`src/rtl/posit_mm_pkg.sv`:
```
// Shared register map, status/control bit positions and core opcodes for the posit job engine.
package posit_mm_pkg;

    localparam logic [2:0] ADDR_OPA    = 3'd0;
    localparam logic [2:0] ADDR_OPB    = 3'd1;
    localparam logic [2:0] ADDR_CMD    = 3'd2;
    localparam logic [2:0] ADDR_RESULT = 3'd3;
    localparam logic [2:0] ADDR_STATUS = 3'd4;
    localparam logic [2:0] ADDR_CTRL   = 3'd5;

    localparam int unsigned ST_CMD_FULL     = 0;
    localparam int unsigned ST_RES_EMPTY    = 1;
    localparam int unsigned ST_BUSY         = 2;
    localparam int unsigned ST_CMD_CNT_LSB  = 8;
    localparam int unsigned ST_RES_CNT_LSB  = 16;
    localparam int unsigned ST_OVF          = 24;
    localparam int unsigned ST_UDF          = 25;

    localparam int unsigned CTRL_IRQ_EN = 0;
    localparam int unsigned CTRL_FLUSH  = 1;

    typedef enum logic [1:0] {OP_ADD, OP_SUB, OP_MUL, OP_DIV} posit_op_e;

endpackage

```
`src/rtl/posit_mm_fifo.sv`:
```
// Synchronous FIFO with show-ahead head, occupancy count and single-cycle flush.
module posit_mm_fifo #(
    parameter int unsigned WIDTH = 8,
    parameter int unsigned DEPTH = 8
) (
    input  logic                     clock,
    input  logic                     reset,
    input  logic                     flush,
    input  logic                     push,
    input  logic [WIDTH-1:0]         wdata,
    input  logic                     pop,
    output logic [WIDTH-1:0]         rdata,
    output logic [$clog2(DEPTH):0]   count,
    output logic                     full,
    output logic                     empty
);
    localparam int unsigned AW = $clog2(DEPTH);

    logic [WIDTH-1:0] mem_q [DEPTH];
    logic [AW-1:0]    wr_ptr_q, rd_ptr_q;
    logic [AW:0]      count_q;
    logic             do_push, do_pop;

    assign empty   = (count_q == '0);
    assign full    = (count_q == (AW+1)'(DEPTH));
    assign do_pop  = pop & ~empty;
    // A full FIFO still accepts a push when the head leaves in the same cycle.
    assign do_push = push & (~full | do_pop) & ~flush;
    assign rdata   = mem_q[rd_ptr_q];
    assign count   = count_q;

    always_ff @(posedge clock or posedge reset) begin
        if (reset) begin
            wr_ptr_q <= '0;
            rd_ptr_q <= '0;
            count_q  <= '0;
        end else if (flush) begin
            wr_ptr_q <= '0;
            rd_ptr_q <= '0;
            count_q  <= '0;
        end else begin
            if (do_push) wr_ptr_q <= wr_ptr_q + 1'b1;
            if (do_pop)  rd_ptr_q <= rd_ptr_q + 1'b1;
            case ({do_push, do_pop})
                2'b10:   count_q <= count_q + 1'b1;
                2'b01:   count_q <= count_q - 1'b1;
                default: count_q <= count_q;
            endcase
        end
    end

    always_ff @(posedge clock) begin
        if (do_push) mem_q[wr_ptr_q] <= wdata;
    end

endmodule

```
`src/rtl/posit_mm_accel.sv`:
```
// Avalon-MM posit job engine: queues operand/opcode jobs, issues them to an external posit core
// under result-buffer credit, and buffers results for readback with an optional level interrupt.
module posit_mm_accel
    import posit_mm_pkg::*;
#(
    parameter int unsigned NBITS        = 32,
    parameter int unsigned DEPTH        = 8,
    parameter int unsigned CORE_LATENCY = 1
) (
    input  logic             clock,
    input  logic             reset,
    input  logic [2:0]       avs_address,
    input  logic             avs_write,
    input  logic [31:0]      avs_writedata,
    input  logic             avs_read,
    output logic [31:0]      avs_readdata,
    output logic [NBITS-1:0] core_num1,
    output logic [NBITS-1:0] core_num2,
    output logic [1:0]       core_op,
    input  logic [NBITS-1:0] core_result,
    output logic             irq
);
    localparam int unsigned CW    = $clog2(DEPTH) + 1;
    localparam int unsigned CMD_W = 2 + 2 * NBITS;

    logic [NBITS-1:0]        opa_q, opb_q, num1_q, num2_q;
    posit_op_e               op_q;
    logic                    irq_en_q, ovf_q, udf_q;
    logic [CORE_LATENCY:0]   valid_sr_q, valid_sr_d;
    logic [31:0]             rdata_q, rdata_d, status;

    logic                    cmd_wr, res_rd, flush, status_wr, issue, capture, credit;
    logic [CMD_W-1:0]        cmd_head;
    logic [CW-1:0]           cmd_count, res_count;
    logic                    cmd_full, cmd_empty, res_full, res_empty;
    logic [NBITS-1:0]        res_head;
    logic [5:0]              used;

    assign cmd_wr    = avs_write && (avs_address == ADDR_CMD);
    assign status_wr = avs_write && (avs_address == ADDR_STATUS);
    assign flush     = avs_write && (avs_address == ADDR_CTRL) && avs_writedata[CTRL_FLUSH];
    assign res_rd    = avs_read && (avs_address == ADDR_RESULT);

    posit_mm_fifo #(.WIDTH(CMD_W), .DEPTH(DEPTH)) u_cmd_fifo (
        .clock (clock),
        .reset (reset),
        .flush (flush),
        .push  (cmd_wr),
        .wdata ({avs_writedata[1:0], opa_q, opb_q}),
        .pop   (issue),
        .rdata (cmd_head),
        .count (cmd_count),
        .full  (cmd_full),
        .empty (cmd_empty)
    );

    posit_mm_fifo #(.WIDTH(NBITS), .DEPTH(DEPTH)) u_res_fifo (
        .clock (clock),
        .reset (reset),
        .flush (flush),
        .push  (capture),
        .wdata (core_result),
        .pop   (res_rd),
        .rdata (res_head),
        .count (res_count),
        .full  (res_full),
        .empty (res_empty)
    );

    // Every tag in flight plus every buffered result owns a result slot, so a capture never drops.
    always_comb begin
        used = 6'(res_count);
        for (int unsigned i = 0; i <= CORE_LATENCY; i++) begin
            used = used + 6'(valid_sr_q[i]);
        end
        credit = (used < 6'(DEPTH));
        issue  = ~cmd_empty & credit & ~flush;

        valid_sr_d[0] = issue;
        for (int unsigned i = 1; i <= CORE_LATENCY; i++) begin
            valid_sr_d[i] = valid_sr_q[i-1];
        end
        if (flush) valid_sr_d = '0;
    end

    assign capture = valid_sr_q[CORE_LATENCY] & ~flush;

    always_comb begin
        status = '0;
        status[ST_CMD_FULL]             = cmd_full;
        status[ST_RES_EMPTY]            = res_empty;
        status[ST_BUSY]                 = ~cmd_empty | (|valid_sr_q);
        status[ST_CMD_CNT_LSB +: 5]     = 5'(cmd_count);
        status[ST_RES_CNT_LSB +: 5]     = 5'(res_count);
        status[ST_OVF]                  = ovf_q;
        status[ST_UDF]                  = udf_q;

        rdata_d = rdata_q;
        if (avs_read) begin
            case (avs_address)
                ADDR_OPA:    rdata_d = 32'(opa_q);
                ADDR_OPB:    rdata_d = 32'(opb_q);
                ADDR_RESULT: rdata_d = res_empty ? '0 : 32'(res_head);
                ADDR_STATUS: rdata_d = status;
                ADDR_CTRL:   rdata_d = 32'(irq_en_q);
                default:     rdata_d = '0;
            endcase
        end
    end

    always_ff @(posedge clock or posedge reset) begin
        if (reset) begin
            opa_q      <= '0;
            opb_q      <= '0;
            num1_q     <= '0;
            num2_q     <= '0;
            op_q       <= OP_ADD;
            irq_en_q   <= 1'b0;
            ovf_q      <= 1'b0;
            udf_q      <= 1'b0;
            valid_sr_q <= '0;
            rdata_q    <= '0;
        end else begin
            if (avs_write && avs_address == ADDR_OPA) opa_q <= avs_writedata[NBITS-1:0];
            if (avs_write && avs_address == ADDR_OPB) opb_q <= avs_writedata[NBITS-1:0];
            if (avs_write && avs_address == ADDR_CTRL) irq_en_q <= avs_writedata[CTRL_IRQ_EN];
            if (issue) begin
                op_q   <= posit_op_e'(cmd_head[CMD_W-1 -: 2]);
                num1_q <= cmd_head[2*NBITS-1 -: NBITS];
                num2_q <= cmd_head[NBITS-1:0];
            end
            ovf_q <= (ovf_q & ~(status_wr & avs_writedata[ST_OVF]))
                   | (cmd_wr & ~flush & cmd_full & ~issue);
            udf_q <= (udf_q & ~(status_wr & avs_writedata[ST_UDF])) | (res_rd & res_empty);
            valid_sr_q <= valid_sr_d;
            rdata_q    <= rdata_d;
        end
    end

    assign avs_readdata = rdata_q;
    assign core_num1    = num1_q;
    assign core_num2    = num2_q;
    assign core_op      = op_q;
    assign irq          = irq_en_q & ~res_empty;

endmodule

```
`config.mk`:
```
export PLATFORM = sky130hd
export DESIGN_NAME = posit_mm_accel
export DESIGN_NICKNAME = d
export VERILOG_FILES = /design/src/rtl/posit_mm_pkg.sv /design/src/rtl/posit_mm_fifo.sv /design/src/rtl/posit_mm_accel.sv
export SDC_FILE = /design/constraint.sdc
export NUM_CORES = 1
export LEC_CHECK = 0
export CAP_MARGIN = 20
export CORE_MARGIN = 5
export CORE_UTILIZATION = 60
export DETAILED_ROUTE_END_ITERATION = 7
export PLACE_DENSITY = 0.79
export SYNTH_ARGS = -nofsm -noshare
export SYNTH_HDL_FRONTEND = slang
export SYNTH_SLANG_ARGS = --single-unit
```
`constraint.sdc`:
```
create_clock -name clock -period 12.1 [get_ports clock]
set_input_delay 1.21 -clock clock [delete_from_list [all_inputs] [get_ports clock]]
set_output_delay 1.21 -clock clock [all_outputs]
set_load 0.005 [all_outputs]
```
======== Word-level counts from Yosys, hierarchy flattened ========
Memories as Yosys holds them, arrays and structs flattened. A register that Yosys moved wholly into a read port is not among the register bits.
Cells that the tools add are included.
storage, ports and cells
  register bits after elaboration ......... 121
  bits in latches ......................... 0
  memory bits (writable) .................. 784
  memory bits (read-only) ................. 0
  logic and storage cells ................. 104
  memories ................................ 2
memories
  memory            depth  bits a word  read ports  clocked after memory_dff  wr ports  line                 text
  u_cmd_fifo.mem_q  8      66           1           1                         1         posit_mm_fifo.sv:19  logic [WIDTH-1:0] mem_q [DEPTH];
  u_res_fifo.mem_q  8      32           1           0                         1         posit_mm_fifo.sv:19
cells by class
  add/subtract/negate cells ............... 10
  $mul .................................... 0
  div/mod/pow operators ................... 0
  order comparisons ....................... 1
  equal/unequal tests ..................... 11
  shift-type cells ........................ 0
  multiplexer cells ....................... 19
  bitwise operators ....................... 31
  reduce and logical (&&, ||, !) cells .... 17
operators with widths
  cell                 number
  $pmux 32 s5          1
  $mux 32              1
  $mux 3               8
  $and 1x1->1          18
  $pmux 4 s2           2
  $add 3x1->3 const B  4
  $add 4x1->4 const B  2
  $eq 4x4->1 const B   2
  $logic_not 4->1      2
  $mux 4               2
  $not 1->1            8
  $reduce_bool 2->1    4
  $sub 4x1->4 const B  2
  $logic_and 1x1->1    7
  $add 5x1->6          1
  $eq 3x2->1 const B   2
  $eq 3x3->1 const B   2
  $lt 6x4->1 const B   1
  $reduce_bool 3->1    2
  $add 4x1->5          1
  $or 1x1->1           5
  $eq 2x1->1 const B   2
  $eq 2x2->1 const B   2
  $mux 1               4
  4 further kinds      4

======== Longest topological paths before layout ========
  depth after elaboration ................. 12
  gate-level depth with buffers ........... 14
  gate-level depth less buffers ........... 11

======== By module ========
From an unflattened synthesis, not the netlist that was laid out.
unflattened totals
  cells, all modules ...................... 1783
  area, all modules ....................... 37955.2 um^2
by module, submodules not included
  module                       times used  cells an instance  area an instance (um^2)  seq. area each (um^2)
  posit_mm_fifo at u_cmd_fifo  1           838                20447.1                  16105.4
  posit_mm_fifo at u_res_fifo  1           449                10436.3                  7937.6
  posit_mm_accel               1           496                7071.8                   4179.0

======== Least setup slack after synthesis ========
Ideal clock, no wire load.
  kind .................................... input-to-reg
  start ................................... input avs_address[1]
  end ..................................... memory u_cmd_fifo.mem_q[0][0] (netlist name), enable pin
  setup time .............................. 0.653 ns
  arrival ................................. 8.230 ns
  slack ................................... 3.218 ns
  stages on the path ...................... 5
  path buffers ............................ 2
  cell sequence ........................... buf_6 nor4bb_1 clkbuf_1 o21ai_1 nor4_1
on the way
  longest elaborated chain between the ends .. 11
ends and longest elaborated chain
  what                             line                                       text
  start: declaration               posit_mm_accel.sv:12                       input logic [2:0] avs_address,
  $eq 3x3->1                       posit_mm_accel.sv:41                       assign flush = avs_write && (avs_address == ADDR_CTRL) && avs_writedata[CTRL_FLUSH];
  $logic_and 1x1->1 (2 in series)  posit_mm_accel.sv:41
  $not 1->1                        posit_mm_fifo.sv:28, posit_mm_accel.sv:77
  $and 1x1->1                      posit_mm_accel.sv:77                       issue = ~cmd_empty & credit & ~flush;
  $and 1x1->1                      posit_mm_fifo.sv:26                        assign do_pop = pop & ~empty;
  $or 1x1->1                       posit_mm_fifo.sv:28                        assign do_push = push & (~full | do_pop) & ~flush;
  $and 1x1->1                      posit_mm_fifo.sv:28
  $and 1x1->1 *                    posit_mm_fifo.sv:28
  $mux 1 *                         posit_mm_fifo.sv:53                        if (do_push) mem_q[wr_ptr_q] <= wdata;
  $mux 1 (not written as such) *   posit_mm_fifo.sv:53
  end: declaration                 posit_mm_fifo.sv:19
Every way passes the cells marked *; elsewhere a longest branch is shown, timed or not.

======== Final worst setup path ========
  start ................................... input avs_address[1]
  end ..................................... register u_cmd_fifo.count_q[3] (netlist: u_cmd_fifo.count[3])
on the way
  longest elaborated chain between the ends .. 12
ends and longest elaborated chain
  what                                             line                                       text
  $eq 3x3->1                                       posit_mm_accel.sv:41
  $logic_and 1x1->1 (2 in series)                  posit_mm_accel.sv:41
  $not 1->1                                        posit_mm_fifo.sv:28, posit_mm_accel.sv:77
  $and 1x1->1                                      posit_mm_accel.sv:77
  $and 1x1->1                                      posit_mm_fifo.sv:26
  $or 1x1->1                                       posit_mm_fifo.sv:28
  $and 1x1->1 (2 in series)                        posit_mm_fifo.sv:28
  $eq 2x1->1 / $eq 2x2->1 (equally long branches)  posit_mm_fifo.sv:44                        case ({do_push, do_pop})
  $pmux 4 s2                                       posit_mm_fifo.sv:44
  $mux 4                                           posit_mm_fifo.sv:37                        end else if (flush) begin
  end signal: assignment                           posit_mm_fifo.sv:45                        2'b10: count_q <= count_q + 1'b1;
  end signal: assignment                           posit_mm_fifo.sv:46                        2'b01: count_q <= count_q - 1'b1;
  end signal: assignment                           posit_mm_fifo.sv:47                        default: count_q <= count_q;
  end: declaration                                 posit_mm_fifo.sv:21                        logic [AW:0] count_q;
Several ways; a longest one is shown, not always the timed one.
A chain may end at the register's enable or synchronous reset.

==> impl_results.rst <==
.. list-table::
   :header-rows: 1

   * - Metric
     - Value
   * - Mean instance size in the synthesized netlist
     - about 20 sq um
   * - Setup Buffers After CTS
     - 0
   * - Yosys synthesis warning count
     - 0
   * - Critical path startpoint category
     - primary input
   * - Unrepaired setup endpoints after global routing
     - no
   * - Measured slew at the worst slew-check pin
     - about 1.1 ns
   * - Hold Crit Class
     - reg2reg
   * - Sequential group share of total power
     - 0.445
   * - Antenna viol nets, final
     - 0
   * - Min Clock Period, post-route
     - roughly 4.5 ns
   * - Multi-input logic area
     - roughly 8900 sq um
   * - Combined global-route utilization of all metal layers
     - 0.247
   * - Core occupancy in the finished layout
     - 0.704
   * - Cell count of the worst reg-to-reg path
     - 10
   * - Violation count after the first detailed-route iteration
     - approximately 2200
   * - Final weighted congestion in routability-driven placement
     - between 0.8 and 0.9
   * - Destination of the worst register-to-register timing path
     - u_cmd_fifo.count[3]
   * - Width of the chip
     - about 260 um
   * - Netlist area before placement
     - 37600 sq um
   * - Finish-stage setup viols
     - 0
   * - Sum of overflow across all layers after global routing
     - 0
   * - Maximum fanout count along the critical path
     - between 70 and 80
   * - Number of synthesized register bits
     - just under 1000
   * - Worst IR drop on VDD
     - 0.000163 V
   * - Number of port buffers
     - between 150 and 200
   * - Count of filler cells inserted in the layout
     - roughly 3700
   * - Count of TritonRoute iterations in the first routing pass
     - 5
   * - Drt drc
     - 0
   * - Type of the setup path with the least slack
     - in2reg
   * - Total vias in the final route
     - roughly 19000
   * - Die outline area
     - a little under 70000 sq um
   * - Worst r2r src
     - valid_sr_q[1]
   * - CTS tree
     - yes
   * - Clock power frac
     - 0.292
   * - Fraction of registers with async set or reset after synthesis
     - 0.193
   * - Clock Skews
     - around 0.022 ns
   * - Total clock sinks
     - between 900 and 1000
   * - Status
     - complete, no violations
   * - Site Rows
     - 91
   * - Leading post-synthesis cells by cell area
     - sky130_fd_sc_hd__edfxtp_1 63%, sky130_fd_sc_hd__dfrtp_1 12%, sky130_fd_sc_hd__mux4_2 12%
   * - Post-synth top area share
     - 0.626
   * - Placed cell area
     - between 40000 and 50000 sq um
   * - Area used by sequential logic in the layout
     - between 20000 and 30000 sq um
   * - Final slew viol count
     - 0
   * - Fraction of final layout cells with drive strength greater than 1
     - 0.246
   * - Vias per inst
     - 6.28
   * - Clock-pin slew on the worst setup and hold paths
     - about 0.060 ns
   * - Req. time, crit path
     - roughly 13 ns
   * - Arrival time worst endpoint
     - 5.04 ns
   * - Number of cells upsized or downsized after cts
     - 0
   * - Critical path startpoint
     - avs_address[1]
   * - Gate count of the mapped netlist
     - roughly 1800
   * - Synthesized Nets
     - approximately 1900
   * - Highest clock rate
     - between 200 and 250 MHz
   * - Number of max-cap violations
     - 0
   * - Post-Place Cells
     - about 2800
   * - Area of the placeable core
     - ~62000 sq um
   * - Finished Layout Cells
     - 2968
   * - Wire length of the first global-routing pass
     - ~120 mm
   * - Maximum level of the CTS H-tree
     - 3
   * - Relative max-transition margin
     - 0.235
   * - Antenna violations before repair
     - 3
   * - Cell accounting for the most synthesized area
     - sky130_fd_sc_hd__edfxtp_1
   * - Via count of the first global-routing pass
     - between 15000 and 20000
   * - Post-route fraction of the period consumed by the critical path
     - 0.370
   * - Buffer levels on the longest clock path
     - 3
   * - Top-Level Pins
     - 170
   * - Setup TNS
     - 0 ns
   * - Most common flop cell mapped by yosys
     - sky130_fd_sc_hd__edfxtp_1
   * - Starting density of the core
     - 0.607
   * - Total count of hold-check failures in the final report
     - 0
   * - Commonest cells in the netlist
     - 784 x sky130_fd_sc_hd__edfxtp_1, 197 x sky130_fd_sc_hd__mux4_2, 187 x sky130_fd_sc_hd__dfrtp_1
   * - Cell-internal power
     - 7.37 mW
   * - Clock latency on the worst-skew pair
     - 0.65 ns
   * - Kind of capture point of the worst setup path
     - register
   * - Portion of total power attributed to combinational logic
     - 0.264
   * - Switching power summed over all nets
     - a little over 3 mW
   * - Count of hold buffers inserted by post-cts repair
     - 0
   * - Fin nets
     - about 2100
   * - TritonCTS buffer count
     - 95
   * - Static leakage
     - 14.7 nW
   * - Leading cell type by number of instances after synthesis
     - sky130_fd_sc_hd__edfxtp_1
   * - DIE HEIGHT
     - roughly 260 um
   * - Distinct cells, synth
     - between 50 and 60
   * - Switching share of power
     - 0.294
   * - Largest net degree at the start of global routing
     - between 100 and 150
   * - Root buffer selected by CTS
     - sky130_fd_sc_hd__clkbuf_16
   * - Total design power
     - between 10 and 15 mW
   * - Total wirelength of the detailed-routed design
     - approximately 83 mm
   * - Area growth from synthesis to final layout
     - 15.9%
   * - Number of enable-type register cells in the synthesized netlist
     - 784
   * - Setup crit end
     - u_cmd_fifo.count[3]
   * - Area of all placed cells without fillers
     - 43600 sq um
   * - Power density over the cells
     - 239 nW/um^2
   * - Reg-to-reg slack, setup
     - around 8 ns
   * - Share of the yosys chip area belonging to registers
     - 0.751
   * - HPWL after DPL
     - roughly 44 mm
   * - WHS Path Cells
     - 1
   * - Average wire length per cell after detail routing
     - roughly 28 um
==> per-stage QoR <==
stage / setup WS [ns] / hold slack (ns)
2_1_floorplan: 3.22 / 0.456
3_3_place_gp: 7.09 / 0.478
3_5_place_dp: 7.03 / 0.474
4_1_cts: 7.68 / 0.493
5_1_grt: 7.46 / 0.526
6_report: 7.62 / 0.500
==> worst max-delay path, stage by stage <==
cell                              delay, ns
sky130_fd_sc_hd__clkdlybuf4s50_1       0.80
sky130_fd_sc_hd__nand4b_1              0.24
sky130_fd_sc_hd__or2_2                 0.31
sky130_fd_sc_hd__and3_4                0.91
sky130_fd_sc_hd__and2_1                0.32
sky130_fd_sc_hd__ha_1                  0.30
sky130_fd_sc_hd__a21oi_1               0.18
sky130_fd_sc_hd__nand2_1               0.15
sky130_fd_sc_hd__or4_1                 0.42
sky130_fd_sc_hd__a31oi_1               0.19
==> logic make-up (layout without fill, tap and decap cells) <==
kind of cell / Yosys count / after routing / synth area share
compound gates: 142 / 142 / 0.0297
xor+xnor: 10 / 10 / 0.00233
fa+ha+maj: 11 / 11 / 0.00406
buf+inv: 119 / 401 / 0.0152
flops: 971 / 971 / 0.751
mux: 392 / 392 / 0.172
other cells: 0 / 2 / 0
simple gates: 202 / 202 / 0.0259
==> registers in the layout, indices dropped and copies added, names as in the netlist <==
name / cells
avs_readdata: 32
core_num1: 32
core_num2: 32
core_op: 2
irq_en_q: 1
opa_q: 32
opb_q: 32
ovf_q: 1
u_cmd_fifo.count: 4
u_cmd_fifo.mem_q: 528
u_cmd_fifo.rd_ptr_q: 3
u_cmd_fifo.wr_ptr_q: 3
u_res_fifo.count: 4
u_res_fifo.mem_q: 256
u_res_fifo.rd_ptr_q: 3
u_res_fifo.wr_ptr_q: 3
udf_q: 1
valid_sr_q: 2
==> power groups by stage <==
stage / combinational, mW / sequential (mW) / clock (mW)
floorplan: 2.03 / 4.46 / 0
global placement: 2.66 / 4.65 / 0
detailed placement: 2.73 / 4.69 / 0
CTS: 2.76 / 4.64 / 3.08
global route: 2.97 / 4.70 / 3.24
finish: 2.75 / 4.64 / 3.04
==> metal layers <==
metal | vias up | routed length [um] | global-route usage
met4 | 2 | 2300 | 0.0741
met2 | 911 | 42200 | 0.405
met5 | - | 8 | 0
met1 | 9723 | 31600 | 0.338
met3 | 154 | 6730 | 0.0578
li1 | 7844 | - | -
==> layout by cell type (no fill, tap or decap), types with 10 or more instances in the layout <==
master	count
sky130_fd_sc_hd__mux2i_1	130
sky130_fd_sc_hd__nand2b_1	24
sky130_fd_sc_hd__clkbuf_8	10
sky130_fd_sc_hd__bufinv_16	12
sky130_fd_sc_hd__mux2_2	58
sky130_fd_sc_hd__a21oi_2	59
sky130_fd_sc_hd__clkdlybuf4s50_1	168
sky130_fd_sc_hd__nand3_1	13
sky130_fd_sc_hd__nand2_1	35
sky130_fd_sc_hd__o221ai_1	30
sky130_fd_sc_hd__inv_1	15
sky130_fd_sc_hd__a21oi_1	16
sky130_fd_sc_hd__clkinv_2	10
sky130_fd_sc_hd__clkbuf_16	99
sky130_fd_sc_hd__dfrtp_1	181
sky130_fd_sc_hd__clkbuf_1	29
sky130_fd_sc_hd__edfxtp_1	784
sky130_fd_sc_hd__buf_4	35
sky130_fd_sc_hd__o21ai_0	16
sky130_fd_sc_hd__nor2_1	81
sky130_fd_sc_hd__mux4_2	197
==> worst min-delay path by stage <==
stage          startpoint  endpoint
5_1_grt             ovf_q     ovf_q
2_1_floorplan       udf_q     udf_q
4_1_cts             udf_q     udf_q
6_report            udf_q     udf_q
3_3_place_gp        udf_q     udf_q
3_5_place_dp        udf_q     udf_q
==> final cells by class <==
class,instances,share of cell area
Antenna cell,2,0.000115
Clock buffer,138,0.0625
Timing Repair Buffer,208,0.0469
Multi-Input combinational cell,757,0.205
Sequential cell,971,0.648
Tap cell,837,0.0240
Clock inverter,39,0.0120
Inverter,16,0.00155
Power figures use the tool's default switching activity.
